## config.mk

```make
export PLATFORM = sky130hd
export DESIGN_NAME = ila_dma_framer
export DESIGN_NICKNAME = d
export VERILOG_FILES = /design/src/rtl/ila_dma_framer_pkg.sv /design/src/rtl/ila_stream_reg.sv /design/src/rtl/ila_dma_framer.sv
export SDC_FILE = /design/constraint.sdc
export NUM_CORES = 1
export LEC_CHECK = 0
export ABC_AREA = 1
export BUFFER_PORTS_ARGS = -buffer_cell sky130_fd_sc_hd__buf_4
export CAP_MARGIN = 20
export CELL_PAD_IN_SITES_DETAIL_PLACEMENT = 0
export CELL_PAD_IN_SITES_GLOBAL_PLACEMENT = 1
export CORE_AREA = 2 2 119 121
export DETAILED_ROUTE_END_ITERATION = 8
export DIE_AREA = 0 0 121 123
export PLACE_DENSITY_LB_ADDON = 0.1
export SYNTH_ARGS = -nofsm -noshare
export SYNTH_HDL_FRONTEND = slang
export SYNTH_SLANG_ARGS = --single-unit
```

## constraint.sdc

```tcl
create_clock -name clk_i -period 5.2 [get_ports clk_i]
set_input_delay 0 -clock clk_i [delete_from_list [all_inputs] [get_ports clk_i]]
set_output_delay 0 -clock clk_i [all_outputs]
set_load 0.01 [all_outputs]
```

## src/rtl/ila_dma_framer_pkg.sv

```systemverilog
// Shared types for the ILA DMA framer: FSM state encoding and default widths.
package ila_dma_framer_pkg;

    // Two-bit state encoding used by the framer FSM.
    typedef enum logic [1:0] {
        ST_IDLE    = 2'd0,
        ST_PAYLOAD = 2'd1,
        ST_TRAILER = 2'd2,
        ST_DRAIN   = 2'd3
    } framer_state_e;

    // Default stream word width and payload length field width.
    localparam int FRAMER_DATA_W = 32;
    localparam int FRAMER_LEN_W  = 16;

endpackage

```

## src/rtl/ila_stream_reg.sv

```systemverilog
// Single-entry valid/ready output holding register for ILA stream stages.
// The owner must only pulse load_i while free_o is high, so a held word
// never changes before the downstream side has taken it.
module ila_stream_reg #(
    parameter int DATA_W = 32
) (
    input  logic              clk_i,
    input  logic              arst_n_i,
    input  logic              cke_i,
    input  logic              clr_i,
    input  logic              load_i,
    input  logic [DATA_W-1:0] data_i,
    input  logic              last_i,
    input  logic              tready_i,
    output logic              free_o,
    output logic [DATA_W-1:0] tdata_o,
    output logic              tvalid_o,
    output logic              tlast_o
);

    logic [DATA_W-1:0] tdata_q, tdata_d;
    logic              tvalid_q, tvalid_d;
    logic              tlast_q, tlast_d;

    assign free_o   = ~tvalid_q | tready_i;
    assign tdata_o  = tdata_q;
    assign tvalid_o = tvalid_q;
    assign tlast_o  = tlast_q;

    // Next word: clear wins, then a new load, otherwise drop the word once accepted.
    always_comb begin
        tdata_d  = tdata_q;
        tvalid_d = tvalid_q;
        tlast_d  = tlast_q;
        if (clr_i) begin
            tdata_d  = '0;
            tvalid_d = 1'b0;
            tlast_d  = 1'b0;
        end else if (load_i) begin
            tdata_d  = data_i;
            tvalid_d = 1'b1;
            tlast_d  = last_i;
        end else if (tvalid_q && tready_i) begin
            tvalid_d = 1'b0;
            tlast_d  = 1'b0;
        end
    end

    // Holding register, frozen while the clock enable is low.
    always_ff @(posedge clk_i or negedge arst_n_i) begin
        if (!arst_n_i) begin
            tdata_q  <= '0;
            tvalid_q <= 1'b0;
            tlast_q  <= 1'b0;
        end else if (cke_i) begin
            tdata_q  <= tdata_d;
            tvalid_q <= tvalid_d;
            tlast_q  <= tlast_d;
        end
    end

endmodule

```

## src/rtl/ila_dma_framer.sv

```systemverilog
// Frames raw ILA sample words for the DMA engine: header {tag, length},
// exactly length payload words, then an XOR checksum trailer with tlast.
module ila_dma_framer #(
    parameter int DATA_W = 32,
    parameter int LEN_W  = 16
) (
    input  logic                    clk_i,
    input  logic                    arst_n_i,
    input  logic                    cke_i,
    input  logic                    rst_i,
    input  logic                    start_i,
    input  logic [LEN_W-1:0]        frame_len_i,
    input  logic [DATA_W-LEN_W-1:0] tag_i,
    input  logic [DATA_W-1:0]       s_tdata_i,
    input  logic                    s_tvalid_i,
    output logic                    s_tready_o,
    output logic [DATA_W-1:0]       m_tdata_o,
    output logic                    m_tvalid_o,
    output logic                    m_tlast_o,
    input  logic                    m_tready_i,
    output logic                    busy_o,
    output logic                    done_o,
    output logic [LEN_W-1:0]        words_o
);
    import ila_dma_framer_pkg::*;

    framer_state_e     state_q, state_d;
    logic [LEN_W-1:0]  len_q, len_d;
    logic [LEN_W-1:0]  cnt_q, cnt_d;
    logic [DATA_W-1:0] csum_q, csum_d;
    logic              done_q, done_d;

    logic              out_free;
    logic              out_load;
    logic [DATA_W-1:0] out_data;
    logic              out_last;
    logic              in_hs;
    logic [LEN_W-1:0]  cnt_inc;

    // The header tag needs no separate latch: the header word itself is
    // captured in the output register on the same edge start_i is accepted.
    assign cnt_inc    = cnt_q + LEN_W'(1);
    assign in_hs      = s_tready_o & s_tvalid_i;
    assign busy_o     = (state_q != ST_IDLE);
    assign done_o     = done_q;
    assign words_o    = cnt_q;

    // FSM state register.
    always_ff @(posedge clk_i or negedge arst_n_i) begin
        if (!arst_n_i) begin
            state_q <= ST_IDLE;
        end else if (cke_i) begin
            state_q <= state_d;
        end
    end

    // Next-state logic; the soft clear abandons any frame in flight.
    always_comb begin
        state_d = state_q;
        if (rst_i) begin
            state_d = ST_IDLE;
        end else begin
            unique case (state_q)
                ST_IDLE: begin
                    if (start_i) begin
                        state_d = (frame_len_i == '0) ? ST_TRAILER : ST_PAYLOAD;
                    end
                end
                ST_PAYLOAD: begin
                    if (in_hs && (cnt_inc == len_q)) begin
                        state_d = ST_TRAILER;
                    end
                end
                ST_TRAILER: begin
                    if (out_free) begin
                        state_d = ST_DRAIN;
                    end
                end
                ST_DRAIN: begin
                    if (m_tvalid_o && m_tready_i) begin
                        state_d = ST_IDLE;
                    end
                end
                default: state_d = ST_IDLE;
            endcase
        end
    end

    // Output decode: what to load into the output register and input readiness.
    always_comb begin
        s_tready_o = 1'b0;
        out_load   = 1'b0;
        out_data   = '0;
        out_last   = 1'b0;
        unique case (state_q)
            ST_IDLE: begin
                if (start_i) begin
                    out_load = 1'b1;
                    out_data = {tag_i, frame_len_i};
                end
            end
            ST_PAYLOAD: begin
                s_tready_o = out_free;
                if (s_tvalid_i && out_free) begin
                    out_load = 1'b1;
                    out_data = s_tdata_i;
                end
            end
            ST_TRAILER: begin
                if (out_free) begin
                    out_load = 1'b1;
                    out_data = csum_q;
                    out_last = 1'b1;
                end
            end
            default: begin
                out_load = 1'b0;
            end
        endcase
    end

    // Datapath next values: length latch, payload counter, checksum, done pulse.
    always_comb begin
        len_d  = len_q;
        cnt_d  = cnt_q;
        csum_d = csum_q;
        done_d = 1'b0;
        if (rst_i) begin
            cnt_d  = '0;
            csum_d = '0;
        end else begin
            if ((state_q == ST_IDLE) && start_i) begin
                len_d  = frame_len_i;
                cnt_d  = '0;
                csum_d = '0;
            end
            if (in_hs) begin
                cnt_d  = cnt_inc;
                csum_d = csum_q ^ s_tdata_i;
            end
            if ((state_q == ST_DRAIN) && m_tvalid_o && m_tready_i) begin
                done_d = 1'b1;
            end
        end
    end

    // Datapath registers.
    always_ff @(posedge clk_i or negedge arst_n_i) begin
        if (!arst_n_i) begin
            len_q  <= '0;
            cnt_q  <= '0;
            csum_q <= '0;
            done_q <= 1'b0;
        end else if (cke_i) begin
            len_q  <= len_d;
            cnt_q  <= cnt_d;
            csum_q <= csum_d;
            done_q <= done_d;
        end
    end

    ila_stream_reg #(
        .DATA_W (DATA_W)
    ) u_out_reg (
        .clk_i    (clk_i),
        .arst_n_i (arst_n_i),
        .cke_i    (cke_i),
        .clr_i    (rst_i),
        .load_i   (out_load),
        .data_i   (out_data),
        .last_i   (out_last),
        .tready_i (m_tready_i),
        .free_o   (out_free),
        .tdata_o  (m_tdata_o),
        .tvalid_o (m_tvalid_o),
        .tlast_o  (m_tlast_o)
    );

endmodule

```

**After elaboration in Yosys (flattened, before gate mapping)**

Cells that the tools add are included.

- $add $sub $neg: 1
- Eq/ne operators: 8
- Multiplexer cells: 32
- Bitwise operators: 5
- Reduce and logical (&&, ||, !) cells: 17

Operators with widths:

| kind | number |
|---|---|
| $mux 32 | 8 |
| $pmux 32 s3 | 1 |
| $mux 16 | 3 |
| $xor 32x32->32 | 1 |
| $add 16x1->16 const B | 1 |
| $eq 16x16->1 | 1 |
| $logic_not 16->1 | 1 |
| $mux 1 | 12 |
| $mux 2 | 6 |
| $ne 3x3->1 const B | 4 |
| $pmux 2 s4 | 1 |
| $logic_and 1x1->1 | 6 |
| $reduce_and 2->1 | 3 |
| $reduce_bool 3->1 | 2 |
| $reduce_and 5->1 | 1 |
| $eq 2x2->1 const B | 2 |
| $reduce_bool 2->1 | 2 |
| $pmux 1 s3 | 1 |
| $reduce_and 3->1 | 1 |
| $eq 2x1->1 const B | 1 |
| $logic_not 2->1 | 1 |
| $not 1->1 | 2 |
| $and 1x1->1 | 1 |
| $or 1x1->1 | 1 |

- Flip-flop bits (word level): 101
- Input bits: 71
- Output and inout port bits: 53
- Word-level logic and storage cells: 71

**Longest topological paths before layout**

Gate-level depths: netlist of the first run.

- Depth after elaboration: 8
- Depth in mapped cells: 16
- Gate-level depth less buffers: 16

**Cells and area by module**

From an unflattened synthesis of the first run, not the netlist that was laid out.

- Cells, all modules: 750
- Area, all modules: 5804.3 µm²

Modules (own cells, without submodules):

| module | instances | cells each | area an instance (µm²) | sequential area each (µm²) |
|---|---|---|---|---|
| ila_dma_framer | 1 | 603 | 4302.9 | 1676.6 |
| ila_stream_reg | 1 | 147 | 1501.4 | 850.8 |

**Worst setup path after synthesis of the first run**

No wires, ideal clock.

- Path type: reg-to-reg
- Start point: reg cnt_q[0], in the netlist words_o[0]
- End point: reg state_q[0]
- Library setup time: 0.117 ns
- Data arrival time: 1.695 ns
- Required time: 5.083 ns
- Path slack: 3.389 ns
- Stages on the path, launching flop included: 15
- Path buffers: 0
- Clock period less this slack: 1.811 ns
- Path through: dfrtp_1 -> ha_1 -> or2_2 -> nand2_1 -> nand2_1 -> nand2_1 -> nand3_1 -> nor2_1 -> nand3_1 -> nor2_1 -> nand3_1 -> nand2_2 -> nand2_1 -> nand2_1 -> nand2_1

- Cells in the longest elaborated chain, start to end: 5

RTL lines:

| what | RTL line | RTL |
|---|---|---|
| from (decl) | ila_dma_framer.sv:29 | `logic [LEN_W-1:0] cnt_q, cnt_d;` |
| from (signal assigned) | ila_dma_framer.sv:156 | `cnt_q <= cnt_d;` |
| $add 16x1->16 | ila_dma_framer.sv:42 | `assign cnt_inc = cnt_q + LEN_W'(1);` |
| $eq 16x16->1 | ila_dma_framer.sv:70 | `if (in_hs && (cnt_inc == len_q)) begin` |
| $logic_and 1x1->1 | ila_dma_framer.sv:70 |  |
| $ne 3x3->1 (no line) | - |  |
| $reduce_and 5->1 (no line) | - |  |
| to (signal assigned) | ila_dma_framer.sv:53 | `state_q <= state_d;` |
| to (decl) | ila_dma_framer.sv:27 | `framer_state_e state_q, state_d;` |

No other way between the ends.
A chain may end at the register's enable or synchronous reset.

**Worst setup path after layout of the first run**

- Start point: reg state_q[0]
- End point: reg csum_q[31]

- Cells in the longest elaborated chain, start to end: 5
- Elaborated cells on any way between the ends: 9
- Those cells by class: 1 x eq/ne; 3 x mux; 1 x bitwise; 4 x reduce/logical

RTL lines:

| what | RTL line | RTL |
|---|---|---|
| $eq 2x1->1 | ila_dma_framer.sv:95 | `unique case (state_q)` |
| $mux 1 | ila_dma_framer.sv:95 |  |
| $and 1x1->1 | ila_dma_framer.sv:43 | `assign in_hs = s_tready_o & s_tvalid_i;` |
| $reduce_bool 3->1 (no line) / $mux 32 (equally long branches) | - |  |
| $reduce_and 2->1 (no line) / $mux 32 (equally long branches) | - |  |
| to (signal assigned) | ila_dma_framer.sv:157 | `csum_q <= csum_d;` |
| to (decl) | ila_dma_framer.sv:30 | `logic [DATA_W-1:0] csum_q, csum_d;` |

Several ways; a longest one is shown, not always the timed one.

==> qor.yml, run 1 <==
outcome: "finished clean"
cts_sinks: 101
syn_nets: 837
critPathLaunchType: "flop"
setup_tns_ns: 0
hold_path_depth: 3
ys_warn_count: 0
vdd_drop_max_mv: 0.1581
drtPass1Iterations: 5
syn_inst: 760
grt.overflow.total: 0
hp-class: "input port to flop"
routabilityCongestion: 0.8319
period_share_pct: 62.16
min_from: "tag_i[15]"
drt-total-wl_um: 16780
relSlewSlack_pct: 40.61
synth.most_common_cell: "nand2_1"
clk_pin_slew_ns: 0.07
synth_top_area_share_pct: 44.16
end_kind: "flop"
max-cap-violations: 0
insertion_delay_ns: 0.35
gr-usage-all-layers_pct: 23.17
wl_per_cell_um: 15.28
dieHeight_um: 123
skew_ns: 0.009796
pre_cts_ws_ns: 1.972
antenna_left: 0
synth.largest_area_cell: "dfrtp_1"
htree_levels: 3
max_stage_delay_ns: 0.64
numPortBuffers: 123
cts-buffers-inserted: 9
cts_tree: "built"
nets: 990
synth_edf_count: 0
rsz0062_at_grt: "false"
r2r_cells: 9
yosys-top-cells-area: "dfrtp_1, nand2_1, o21ai_0, inv_1, o221ai_1"
fmax_ghz: 0.3094
place_inst: 1035
worst_slew_pin_slew_ns: 0.8908
slew_violations: 0
crit_arrival_ns: 3.43
area_growth_pct: 32.09
required_ns: 5.40
r2r-start: "state_q[0]$_DFFE_PN0P_"
drt_iter0_drc: 378
synth.top_cells.by_count: "nand2_1, dfrtp_1, inv_1, o21ai_0, nand3_1"
async_reset_ff_share_pct: 100.0
power.density_mw_per_mm2: 379.2
worst_path_most_repeated_cell: "nand2_1"
min_period_ns: 3.233
ios: 124
syn-cell-area_mm2: 0.005723
insertedDiodeCount: 0
num_vias: 5651
drc: 0
hold_viol_final: 0
worstSetupPathType: "flop to flop"
drive_gt1_share_pct: 18.74
core_mm2: 0.01361
rows: 43
dieWidth_um: 121
die_area_mm2: 0.01488
power_uw: 2867
p_leak_uw: 0.003681
post_cts_buffers: 0
cts_max_path_buffers: 2
slowest_stage: "o21ai_4"
start_util_pct: 42.04
crit_chain: "inv_1, ha_1, nand2_1, nand2_2, o21ai_4, inv_2, nand2_1, nand2_1, nor3b_2"
place_hpwl_um: 11550
syn_area_per_cell_um2: 7.530
cts_resized: 0
hold_path_end: "u_out_reg.tdata_o[31]$_DFFE_PN0P_"
viasPerCell: 5.147
fin_cells: 1098
synth-main-ff-cell: "dfrtp_1"
yosys_register_bits: 101
grt_first_pass_wirelength_um: 26870
cts-root-buf: "clkbuf_16"
r2r-end: "csum_q[31]$_DFFE_PN0P_"
setup_slack_ns: 1.967
cp_max_fo: 49
grt_pass1_vias: 5302
rrSetupSlack_ns: 1.97
setup_viol: 0
grt_antenna_before_repair: 0
ys_seq_area_share_pct: 44.16
grt_max_degree: 70
synth_cell_types: 38
## cells by family (layout without fill, tap and decap cells)
family | after synthesis | count (layout) | share of synthesized area, %
AOI/OAI and AO/OA | 141 | 141 | 15.09
adders and majority gates | 6 | 6 | 1.312
DFF | 101 | 101 | 44.16
buffers and inverters | 137 | 295 | 9.466
xor gates and xnor gates | 17 | 17 | 2.602
and+or+nand+nor | 358 | 358 | 27.37
## state kept, by name, summed over array words and instances, names as in the netlist
register / count
state_q: 2
u_out_reg.tlast_o: 1
csum_q: 32
done_o: 1
u_out_reg.tdata_o: 32
u_out_reg.tvalid_o: 1
words_o: 16
len_q: 16
## cells in the final DEF (no fill, tap or decap), drive strengths merged, types with 6 or more instances in the layout
master,synthesis,final
xnor2,7,7
buf,14,127
dlygate4sd3,0,47
o221ai,25,25
o211ai,7,7
nand3,43,43
nor2,47,47
inv,103,103
nand2,236,236
nand4,18,18
dfrtp,101,101
xor2,10,10
ha,6,6
o21ai,89,89
o22ai,11,11
clkbuf,18,10
nand3b,8,8
## worst max-delay path: cells and delay by family (launching register included)
family / cells / cell delay (ns)
AND/OR/NAND/NOR: 5 / 1.10
buffers and inverters: 2 / 0.67
AO/OA/AOI/OAI: 1 / 0.64
flip-flops: 1 / 0.40
adder cells (fa/ha/maj): 1 / 0.23
## layout make-up
class / count / area [um2]
timing repair buffer: 174 / 1424
tap: 180 / 225.2
clock inverter: 6 / 86.33
fill: 1303 / 6052
sequential: 101 / 2527
multi-input combinational: 522 / 2664
clock buffer: 10 / 239.0
inverter: 105 / 394.1
## routing by layer
metal / share of wire [%] / up-vias / GRT usage [%]
met4: 1.3 / 0 / 7.122
met1: 45 / 2677 / 29.63
met3: 4.2 / 16 / 3.137
met2: 50 / 158 / 40.80
li1: - / 2800 / -
met5: 0 / - / 0
## what timing repair did
item | in CTS | in global routing
hold buffers | 47 | 0
endpoints found under the hold margin | 77 | 0
setup endpoints to repair | 0 | 0
## metrics by stage
stage	utilization [%]	hold WS [ns]	area [um2]
global placement	49.69	-0.01877	6764
finish	55.54	0.006424	7560
floorplan	-	-0.2956	5723
global route	55.54	0.03004	7560
CTS	55.54	0.0001256	7560
detailed placement	49.69	-0.01016	6764
## power by group
part           internal [uW]  switching (uW)
registers                975             141
logic                    410             592
clock network            435             314
total                   1820            1050
## worst max path at each step
stage | endpoint | cells after the start | slack [ns] | from
finish | csum_q[31]$_DFFE_PN0P_ | 9 | 1.97 | state_q[0]$_DFFE_PN0P_
floorplan | state_q[0]$_DFFE_PN0P_ | 14 | 3.39 | words_o[0]$_DFFE_PN0P_
CTS | csum_q[31]$_DFFE_PN0P_ | 9 | 1.96 | state_q[0]$_DFFE_PN0P_
global placement | csum_q[31]$_DFFE_PN0P_ | 9 | 2.01 | state_q[0]$_DFFE_PN0P_
detailed placement | csum_q[31]$_DFFE_PN0P_ | 9 | 1.97 | state_q[0]$_DFFE_PN0P_
global route | len_q[9]$_DFFE_PN0P_ | 7 | 1.73 | state_q[0]$_DFFE_PN0P_
Power figures use the tool's default switching activity.
==> run 2: changes to the inputs <==
--- a/config.mk
+++ b/config.mk
@@ -10,9 +10,9 @@
 export CAP_MARGIN = 20
 export CELL_PAD_IN_SITES_DETAIL_PLACEMENT = 0
 export CELL_PAD_IN_SITES_GLOBAL_PLACEMENT = 1
-export CORE_AREA = 2 2 119 121
+export CORE_AREA = 2 2 123 125
 export DETAILED_ROUTE_END_ITERATION = 8
-export DIE_AREA = 0 0 121 123
+export DIE_AREA = 0 0 125 127
 export PLACE_DENSITY_LB_ADDON = 0.1
 export SYNTH_ARGS = -nofsm -noshare
 export SYNTH_HDL_FRONTEND = slang
==> constraint.sdc (replaced) <==
create_clock -name clk_i -period 3.38 [get_ports clk_i]
set_input_delay 0 -clock clk_i [delete_from_list [all_inputs] [get_ports clk_i]]
set_output_delay 0 -clock clk_i [all_outputs]
set_load 0.01 [all_outputs]
==> qor.yml, run 2 (synthesis results as in run 1) <==
wl_per_cell_um: 15.64  # was 15.28 um
nets: 991  # was 990
drtPass1Iterations: 8  # was 5
drc: 0  # unchanged
dieWidth_um: 125  # was 121 um
grt_first_pass_wirelength_um: 28420  # was 26870 um
rsz0062_at_grt: "false"  # unchanged
worst-path-buf-inv: 3  # was 2
viasPerCell: 5.118  # was 5.147
dieHeight_um: 127  # was 123 um
insertion_delay_ns: 0.35  # about the same
crit_arrival_ns: 2.89  # was 3.43 ns
grt_antenna_before_repair: 0  # unchanged
drt_iter0_drc: 301  # was 378
rows: 44  # was 43
gr-usage-all-layers_pct: 22.09  # was 23.17%
min_period_ns: 2.702  # was 3.233 ns
p_sw_share_pct: 36.96  # was 36.53%
cts_sinks: 101  # unchanged
cts_max_path_buffers: 2  # unchanged
numPortBuffers: 123  # unchanged
ios: 124  # unchanged
vdd_drop_max_mv: 0.2455  # was 0.1581 mV
hold_viol_final: 0  # unchanged
die_area_mm2: 0.01588  # was 0.01488 mm2
end_kind: "flop"  # unchanged
worstSetupPathType: "flop to flop"  # unchanged
area_growth_pct: 31.88  # was 32.09%
power.internal_uw: 2736  # was 1820 uW
relSlewSlack_pct: 39.34  # was 40.61%
post_cts_buffers: 0  # unchanged
mostFrequentLayoutCells: "nand2_1, buf_4, dfrtp_1"  # unchanged
dpl_cell_area_mm2: 0.006804  # was 0.006764 mm2
start_util_pct: 39.68  # was 42.04%
place_hpwl_um: 11970  # was 11550 um
outcome: "finished clean"  # unchanged
antenna_left: 0  # unchanged
slew_violations: 0  # unchanged
drive_gt1_share_pct: 18.93  # was 18.74%
critPathLaunchType: "flop"  # unchanged
grt.overflow.total: 0  # unchanged
p_leak_uw: 0.003679  # was 0.003681 uW
clkPwrFrac_pct: 24.1  # was 26.1%
fillers: 1391  # was 1303
required_ns: 3.57  # was 5.40 ns
skew_ns: 0.007292  # was 0.009796 ns
htree_levels: 3  # unchanged
routabilityCongestion: 0.7936  # was 0.8319
cts-buffers-inserted: 9  # unchanged
slowest_stage: "nand2_1"  # was o21ai_4
cts_tree: "built"  # unchanged
cp_max_fo: 32  # was 49
power_uw: 4340  # was 2867 uW
place_inst: 1042  # was 1035
period_share_pct: 79.93  # was 62.16%
fin_cells: 1103  # was 1098
fmax_ghz: 0.3702  # was 0.3094 GHz
crit_chain: "inv_1, ha_1, nand2_1, buf_4, clkinv_1, nand2_1, o21ai_0"  # was inv_1, ha_1, nand2_1, nand2_2, o21ai_4, inv_2, nand2_1, nand2_1, nor3b_2
power.density_mw_per_mm2: 575.1  # was 379.2 mW/mm2
worst_path_most_repeated_cell: "nand2_1"  # unchanged
grt_pass1_vias: 5686  # was 5302
max_stage_delay_ns: 0.81  # was 0.64 ns
grt_max_degree: 67  # was 70
setup_viol: 0  # unchanged
switching_power_uw: 1604  # was 1047 uW
hp-class: "input port to flop"  # unchanged
insertedDiodeCount: 0  # unchanged
worst_slew_pin_slew_ns: 0.9086  # was 0.8908 ns
clk_pin_slew_ns: 0.07  # about the same
mostFrequentLayoutCell: "nand2_1"  # unchanged
drt-total-wl_um: 17250  # was 16780 um
cts-root-buf: "clkbuf_16"  # unchanged
setup_tns_ns: 0  # unchanged
postLayoutCellArea_mm2: 0.007547  # was 0.007560 mm2
core_mm2: 0.01442  # was 0.01361 mm2
combPwrFrac_pct: 36.3  # was 34.9%
seqPwrFrac_pct: 39.6  # was 38.9%
max-cap-violations: 0  # unchanged
holdWs_ns: 0.01320  # was 0.006424 ns
num_vias: 5645  # was 5651
cp_top_family: "simple AND/OR/NAND/NOR gates"  # unchanged
[run 2: layer usage]
layer  GRT usage, %  up-vias  routed length, um
met1          29.28     2656               7780
met3          2.554       24                839
li1               -     2795                  -
met5              0        -                  0
met2          37.56      170               8223
met4          8.105        0                405
[run 2: layout make-up]
class                           instances  area [um2]  area share, %
Multi-Input combinational cell        522        2664          35.30
Sequential cell                       101        2527          33.49
Timing Repair Buffer                  175        1439          19.06
Inverter                              105       394.1          5.222
Clock buffer                           11       242.7          3.216
Tap cell                              184       230.2          3.050
Clock inverter                          5       50.05         0.6631
[run 2: timing repair]
action / in CTS / in global routing
resized for setup: 0 / 0
hold buffers: 45 / 0
endpoints found under the hold margin: 108 / 0
[run 2: path summary, 6_finish.rpt]
kind / start / endpoint / slack [ns] / cells past startpoint
max: state_q[0]$_DFFE_PN0P_ / len_q[7]$_DFFE_PN0P_ / 0.68 / 7
min: cke_i / done_o$_DFFE_PN0P_ / 0.01 / 4
max reg2reg: state_q[0]$_DFFE_PN0P_ / len_q[7]$_DFFE_PN0P_ / 0.68 / 7
min reg2reg: u_out_reg.tdata_o[17]$_DFFE_PN0P_ / u_out_reg.tdata_o[17]$_DFFE_PN0P_ / 0.49 / 2
max in group asynchronous: arst_n_i / csum_q[18]$_DFFE_PN0P_ / 2.19 / 3
min in group asynchronous: arst_n_i / words_o[13]$_DFFE_PN0P_ / 0.31 / 2
[run 2: tightest hold or removal path, cell delays in order]
cell     delay [ns]
buf_4          0.13
inv_1          0.07
nand2_1        0.06
o31ai_1        0.06
[run 2: power by group through the flow]
| stage | Combinational [uW] | Sequential (uW) | Clock, uW |
|---|---|---|---|
| 2_1_floorplan | 931 | 1730 | 0 |
| 3_3_place_gp | 1510 | 1730 | 0 |
| 3_5_place_dp | 1540 | 1740 | 0 |
| 4_1_cts | 1590 | 1720 | 1080 |
| 5_1_grt | 1780 | 1760 | 1120 |
| 6_report | 1570 | 1720 | 1050 |
[run 2: per-stage QoR]
stage               utilization [%]  worst slack (ns)
floorplan                         -             1.569
global placement              47.17            0.7607
detailed placement            47.17            0.6901
CTS                           52.32            0.6794
global route                  52.32            0.3543
finish                        52.32            0.6784
